## src/rtl/fp_div.sv

```systemverilog
// Iterative divider for the 8-bit minifloat (1 sign, 3 exponent bias 3, 4 mantissa).
// Restoring division yields one quotient bit per clock under a start/busy/done handshake.
module fp_div #(
    parameter int WIDTH      = 8,
    parameter int EXP_WIDTH  = 3,
    parameter int MANT_WIDTH = 4
) (
    input  logic             clk,
    input  logic             rst_n,
    input  logic             start,
    input  logic [WIDTH-1:0] a,
    input  logic [WIDTH-1:0] b,
    input  logic             RoundU,
    output logic             busy,
    output logic             done,
    output logic [WIDTH-1:0] y,
    output logic [5:0]       flags
);
    localparam int EW      = EXP_WIDTH + 2;
    localparam int RW      = MANT_WIDTH + 2;
    localparam int QW      = MANT_WIDTH + 3;
    localparam int CW      = $clog2(QW);
    localparam int BIAS    = (1 << (EXP_WIDTH - 1)) - 1;
    localparam int EXP_MAX = (1 << EXP_WIDTH) - 1;

    localparam logic [1:0] S_IDLE = 2'd0;
    localparam logic [1:0] S_SPEC = 2'd1;
    localparam logic [1:0] S_DIV  = 2'd2;
    localparam logic [1:0] S_NORM = 2'd3;

    logic [1:0]            r_state;
    logic                  r_busy;
    logic                  r_done;
    logic [WIDTH-1:0]      r_y;
    logic [5:0]            r_flags;

    logic [WIDTH-1:0]      r_a;
    logic [WIDTH-1:0]      r_b;
    logic                  r_round;
    logic                  r_sign;
    logic [RW-1:0]         r_rem;
    logic [MANT_WIDTH:0]   r_div;
    logic [QW-1:0]         r_q;
    logic [CW-1:0]         r_cnt;
    logic signed [EW-1:0]  r_exp;

    logic [EXP_WIDTH-1:0]  w_a_exp, w_b_exp, w_ra_exp, w_rb_exp;
    logic [MANT_WIDTH-1:0] w_a_man, w_b_man, w_ra_man, w_rb_man;
    logic                  w_in_special;
    logic                  w_ra_zero, w_ra_inf, w_ra_nan;
    logic                  w_rb_zero, w_rb_inf, w_rb_nan;
    logic                  w_ge;
    logic [RW-1:0]         w_rem_sub;

    assign w_a_exp  = a[WIDTH-2 -: EXP_WIDTH];
    assign w_b_exp  = b[WIDTH-2 -: EXP_WIDTH];
    assign w_a_man  = a[MANT_WIDTH-1:0];
    assign w_b_man  = b[MANT_WIDTH-1:0];
    assign w_ra_exp = r_a[WIDTH-2 -: EXP_WIDTH];
    assign w_rb_exp = r_b[WIDTH-2 -: EXP_WIDTH];
    assign w_ra_man = r_a[MANT_WIDTH-1:0];
    assign w_rb_man = r_b[MANT_WIDTH-1:0];

    // Zero exponent (subnormals flush) or all-ones exponent bypasses the divider.
    assign w_in_special = (w_a_exp == '0) || (w_a_exp == '1) ||
                          (w_b_exp == '0) || (w_b_exp == '1);

    assign w_ra_zero = (w_ra_exp == '0);
    assign w_ra_inf  = (w_ra_exp == '1) && (w_ra_man == '0);
    assign w_ra_nan  = (w_ra_exp == '1) && (w_ra_man != '0);
    assign w_rb_zero = (w_rb_exp == '0);
    assign w_rb_inf  = (w_rb_exp == '1) && (w_rb_man == '0);
    assign w_rb_nan  = (w_rb_exp == '1) && (w_rb_man != '0);

    assign w_ge      = (r_rem >= {1'b0, r_div});
    assign w_rem_sub = r_rem - {1'b0, r_div};

    logic [WIDTH-1:0] w_inf, w_nan, w_zero;
    assign w_inf  = {r_sign, {EXP_WIDTH{1'b1}}, {MANT_WIDTH{1'b0}}};
    assign w_nan  = {r_sign, {EXP_WIDTH{1'b1}}, {(MANT_WIDTH-1){1'b0}}, 1'b1};
    assign w_zero = {r_sign, {(WIDTH-1){1'b0}}};

    logic [WIDTH-1:0] w_spec_y;
    logic [5:0]       w_spec_flags;

    // NOTE: every variable assigned in always_comb gets a default first so no latch is inferred.
    always_comb begin
        w_spec_y     = w_zero;
        w_spec_flags = 6'b000001;
        if (w_ra_nan || w_rb_nan || (w_ra_zero && w_rb_zero) || (w_ra_inf && w_rb_inf)) begin
            w_spec_y        = w_nan;
            w_spec_flags[5] = 1'b1;
        end else if (w_ra_inf) begin
            w_spec_y = w_inf;
        end else if (w_ra_zero || w_rb_inf) begin
            w_spec_y = w_zero;
        end else if (w_rb_zero) begin
            w_spec_y        = w_inf;
            w_spec_flags[4] = 1'b1;
        end
    end

    logic [MANT_WIDTH-1:0] w_mant;
    logic                  w_g, w_st, w_inc;
    logic [MANT_WIDTH:0]   w_sum;
    logic signed [EW-1:0]  w_exp_n, w_exp_r;
    logic [WIDTH-1:0]      w_norm_y;
    logic [5:0]            w_norm_flags;

    always_comb begin
        if (r_q[QW-1]) begin
            w_mant  = r_q[QW-2:2];
            w_g     = r_q[1];
            w_st    = r_q[0] | (|r_rem);
            w_exp_n = r_exp;
        end else begin
            w_mant  = r_q[QW-3:1];
            w_g     = r_q[0];
            w_st    = |r_rem;
            w_exp_n = r_exp - EW'(1);
        end
        w_inc   = r_round & w_g & (w_st | w_mant[0]);
        w_sum   = {1'b0, w_mant} + {{MANT_WIDTH{1'b0}}, w_inc};
        // A rounding carry leaves the low bits at zero and bumps the exponent.
        w_exp_r = w_sum[MANT_WIDTH] ? (w_exp_n + EW'(1)) : w_exp_n;

        w_norm_y     = {r_sign, w_exp_r[EXP_WIDTH-1:0], w_sum[MANT_WIDTH-1:0]};
        w_norm_flags = {4'b0000, (w_g | w_st), 1'b0};
        if (w_exp_r >= $signed(EW'(EXP_MAX))) begin
            w_norm_y     = w_inf;
            w_norm_flags = 6'b001010;
        end else if (w_exp_r <= $signed(EW'(0))) begin
            w_norm_y     = w_zero;
            w_norm_flags = 6'b000110;
        end
    end

    always_ff @(posedge clk) begin
        if (!rst_n) begin
            r_state <= S_IDLE;
            r_busy  <= 1'b0;
            r_done  <= 1'b0;
            r_y     <= '0;
            r_flags <= '0;
        end else begin
            r_done <= 1'b0;
            case (r_state)
                S_IDLE: if (start) begin
                    r_busy  <= 1'b1;
                    r_state <= w_in_special ? S_SPEC : S_DIV;
                end
                S_SPEC: begin
                    r_y     <= w_spec_y;
                    r_flags <= w_spec_flags;
                    r_done  <= 1'b1;
                    r_busy  <= 1'b0;
                    r_state <= S_IDLE;
                end
                S_DIV: if (r_cnt == CW'(QW - 1)) r_state <= S_NORM;
                default: begin
                    r_y     <= w_norm_y;
                    r_flags <= w_norm_flags;
                    r_done  <= 1'b1;
                    r_busy  <= 1'b0;
                    r_state <= S_IDLE;
                end
            endcase
        end
    end

    // NOTE: datapath registers carry no reset; they are always loaded on an accepted start before use.
    always_ff @(posedge clk) begin
        if (r_state == S_IDLE && start) begin
            r_a     <= a;
            r_b     <= b;
            r_round <= RoundU;
            r_sign  <= a[WIDTH-1] ^ b[WIDTH-1];
            r_rem   <= {2'b01, w_a_man};
            r_div   <= {1'b1, w_b_man};
            r_q     <= '0;
            r_cnt   <= '0;
            r_exp   <= $signed({2'b00, w_a_exp}) - $signed({2'b00, w_b_exp}) + $signed(EW'(BIAS));
        end else if (r_state == S_DIV) begin
            r_q   <= {r_q[QW-2:0], w_ge};
            r_rem <= w_ge ? {w_rem_sub[RW-2:0], 1'b0} : {r_rem[RW-2:0], 1'b0};
            r_cnt <= r_cnt + CW'(1);
        end
    end

    assign busy  = r_busy;
    assign done  = r_done;
    assign y     = r_y;
    assign flags = r_flags;
endmodule
```

## config.mk

```make
export PLATFORM = sky130hd
export DESIGN_NAME = fp_div
export DESIGN_NICKNAME = d
export VERILOG_FILES = /design/src/rtl/fp_div.sv
export SDC_FILE = /design/constraint.sdc
export NUM_CORES = 1
export LEC_CHECK = 0
export ABC_AREA = 1
export BUFFER_PORTS_ARGS = -buffer_cell sky130_fd_sc_hd__buf_2
export CAP_MARGIN = 10
export CORE_UTILIZATION = 54
export CTS_BUF_LIST = sky130_fd_sc_hd__clkbuf_4
export CTS_CLUSTER_SIZE = 24
export DETAILED_ROUTE_END_ITERATION = 6
export PLACE_DENSITY = 0.78
export SETUP_SLACK_MARGIN = 0.02
export SYNTH_ARGS = -nofsm -noshare
export SYNTH_HDL_FRONTEND = slang
export SYNTH_SLANG_ARGS = --single-unit
```

## constraint.sdc

```tcl
create_clock -name clk -period 2.2 [get_ports clk]
set_clock_uncertainty 0.15 [all_clocks]
set_input_delay 0.44 -clock clk [delete_from_list [all_inputs] [get_ports clk]]
set_output_delay 0.44 -clock clk [all_outputs]
set_load 0.02 [all_outputs]
```

==> run metrics <==
status=completed; RSZ-0062 raised after global routing=yes; hold_buf cts=0; Comb power frac=0.398; P_int=0.002086 W; Clock transition at path regs=0.16 ns; Fin. Hold Viols=0; number of iterations in the first detailed-routing pass=4; Inserted Diodes=0; Post-DRT Antenna Nets=0; Finished Core Util=0.6714; TritonCTS clock tree=yes; predominant post-synthesis flop cell=dfxtp_1; DR WL/cell=11.73 µm; pwr/cell area=958.2 nW/µm²; Final setup viols=0; vias in the first global route=2127; Slew Viols, Final=0; most common cell after layout, fill and taps aside=nand2_1; largest net degree at the start of global routing=26; sequential-to-total area share from yosys stat=0.4631; Ys Warns=0; critical path launch point type=register; Netlist Area Pre-Place=2918 µm²; Core ar.=5140 µm²; Sw Share=0.3690; WHS Path Cells=1; Peak Freq=479.8 MHz; grt ovf=0; Sum Neg Setup Slack=0 ns; final WL=5.501 mm; Clk network pwr share=0.172; reg-to-reg slack, setup=0.12 ns; Slew HR=0.7054; clk buf depth=2; Final Critical Period=2.084 ns; Critical Path RT=2.35 ns; nets=433; Syn Area/Cell=8.557 µm²; initial antenna violation count=0; layout cell share with drive strength beyond 1=0.2832; die footprint=5701 µm²; Max Cap Viol=0; ratio of final minimum period to clock period=0.9473; most frequent cells in the layout=nand2_1, inv_1, buf_2; CP max stage cell=dfxtp_4; Post-synth EDFFs=25; Detailed Place HPWL=4.239 mm; first-pass GRT wire length=8.935 mm; worst slew pin tran=0.4409 ns; Post-synth ARST share=0; die height=75.51 µm; area grow syn2layout=18.27%; #FFs+latches synth=55; GRT Resource Usage Total=0.2102; later-pin clock latency in the skew report=0.38 ns; starting density of the core=0.5677; CTS sink count=55; H-tree Lvls=2; ordered cell list for the critical path=o21ai_2 -> nand2_1 -> nor2_2 -> ha_2 -> nand2_4 -> nor2_4 -> nand3_2 -> nor2_2 -> nand2_2 -> nand2_4 -> inv_4 -> nand2_4 -> nand3_2 -> nand2_1 -> nand2_1; Port Buffers=35; DIE WIDTH=75.51 µm; Vias/cell=5.002; Net Sw Power=0.001220 W; IO Count=36; Syn Nets=376; Site Rows=26; Max stage delay on crit path=0.40 ns; crit-path max FO=9; Flop pwr share=0.429; Worst R2R Path Depth=15; root buf cell=clkbuf_4; via count=2346; Static Leak=1.585 nW; Worst Setup End Kind=register; critical path type=register to register; Fillers=446; Cell variety after synth=35; VDD IR-drop max=0.0005965 V; Min-Delay Path Class=primary input to register; Num CTS Buffers=5; crit path DAT=2.23 ns; Post-Synthesis Cells=341; GP Congestion=0.8491; First DRT Iteration DRCs=84; drc violations=0
-- Yosys cell counts (2+ instances only) --
library cell	n	share of area
a211oi_1	2	0.0051
a21oi_1	8	0.014
and3_1	2	0.0043
clkbuf_1	2	0.0026
dfxtp_1	30	0.21
edfxtp_1	25	0.26
fa_1	2	0.014
ha_1	13	0.056
inv_1	46	0.059
inv_2	6	0.0077
nand2_1	78	0.10
nand2_2	10	0.021
nand2_4	5	0.019
nand3_1	17	0.029
nand3_2	4	0.014
nand4_1	6	0.013
nor2_1	23	0.030
nor2_2	6	0.013
nor2_4	2	0.0077
nor3_1	4	0.0069
o211ai_1	6	0.015
o21ai_0	18	0.031
o21ai_1	2	0.0034
o21ai_2	2	0.0060
o22ai_1	7	0.015
xnor2_1	3	0.0090
xor2_1	4	0.012
-- timing repair --
action	4_1_cts	5_1_grt
resized for setup	2	22
pin swaps	0	5
endpoints found under the setup margin	9	14
setup buffers	0	4
-- layout make-up --
cell class	instances	area (µm²)	area share
sequential	55	1355	0.3927
tap	70	87.58	0.02538
inverter	52	200.2	0.05801
timing repair buffer	53	322.8	0.09355
multi-input combinational	231	1400	0.4057
clock buffer	5	37.54	0.01088
clock inverter	3	47.55	0.01378
-- cell families (layout without fill, tap and decap cells) --
| group | count (synthesis) | after routing | synth area share |
|---|---|---|---|
| adder cells (fa/ha/maj) | 15 | 15 | 0.06947 |
| AND/OR/NAND/NOR | 158 | 158 | 0.2603 |
| flip-flops | 55 | 55 | 0.4631 |
| AO/OA/AOI/OAI | 50 | 50 | 0.1033 |
| buffers and inverters | 55 | 113 | 0.07333 |
| XOR/XNOR | 8 | 8 | 0.03045 |
-- state kept, by name, indices dropped and copies added, names as in the netlist --
signal	count
r_rem	6
r_sign	1
r_a	7
r_round	1
r_b	7
busy	1
flags	6
r_cnt	3
y	8
done	1
r_state	2
r_q	7
r_exp	5
-- stage by stage --
stage,setup slack (ns),cells,area (µm²),power [W],hold WS (ns)
2_1_floorplan,0.03258,341,2918,0.002238,0.2847
3_3_place_gp,0.02821,457,3279,0.002528,0.2832
3_5_place_dp,-0.05759,457,3279,0.002568,0.2901
4_1_cts,0.02160,465,3366,0.003143,0.05998
5_1_grt,-0.01663,469,3451,0.003553,0.04359
6_report,0.1160,469,3451,0.003307,0.06922
-- worst max-delay path, delay by kind of cell, from the launching register on --
| family | cells | cell delay [ns] |
|---|---|---|
| simple gates | 12 | 1.02 |
| flops | 1 | 0.40 |
| fa+ha+maj | 1 | 0.24 |
| compound gates | 1 | 0.15 |
| buf+inv | 1 | 0.05 |
-- power groups by stage --
stage / Clock (W) / Sequential [W] / Combinational [W]
3_3_place_gp: 0 / 0.00142 / 0.00111
4_1_cts: 0.000579 / 0.00141 / 0.00116
5_1_grt: 0.000609 / 0.00144 / 0.00150
2_1_floorplan: 0 / 0.00145 / 0.000792
6_report: 0.000570 / 0.00142 / 0.00132
3_5_place_dp: 0 / 0.00143 / 0.00114
-- layer usage --
metal | part of all wire | track usage | vias to the layer above
li1 | - | - | 1239
met1 | 0.45 | 0.2637 | 1048
met2 | 0.49 | 0.3562 | 49
met3 | 0.037 | 0.04497 | 10
met4 | 0.024 | 0.08230 | 0
met5 | 0 | 0 | -
-- path summary, 6_finish.rpt --
path	end	start
worst max register to register	flags[1]$_SDFFE_PN0P_	r_q[6]$_SDFFE_PP0P_
worst min-delay path	r_b[1]$_DFFE_PP_	b[1]
worst max-delay path	flags[1]$_SDFFE_PN0P_	r_q[6]$_SDFFE_PP0P_
worst min register to register	flags[3]$_SDFFE_PN0P_	flags[3]$_SDFFE_PN0P_
(Power assumes the default switching activity.)
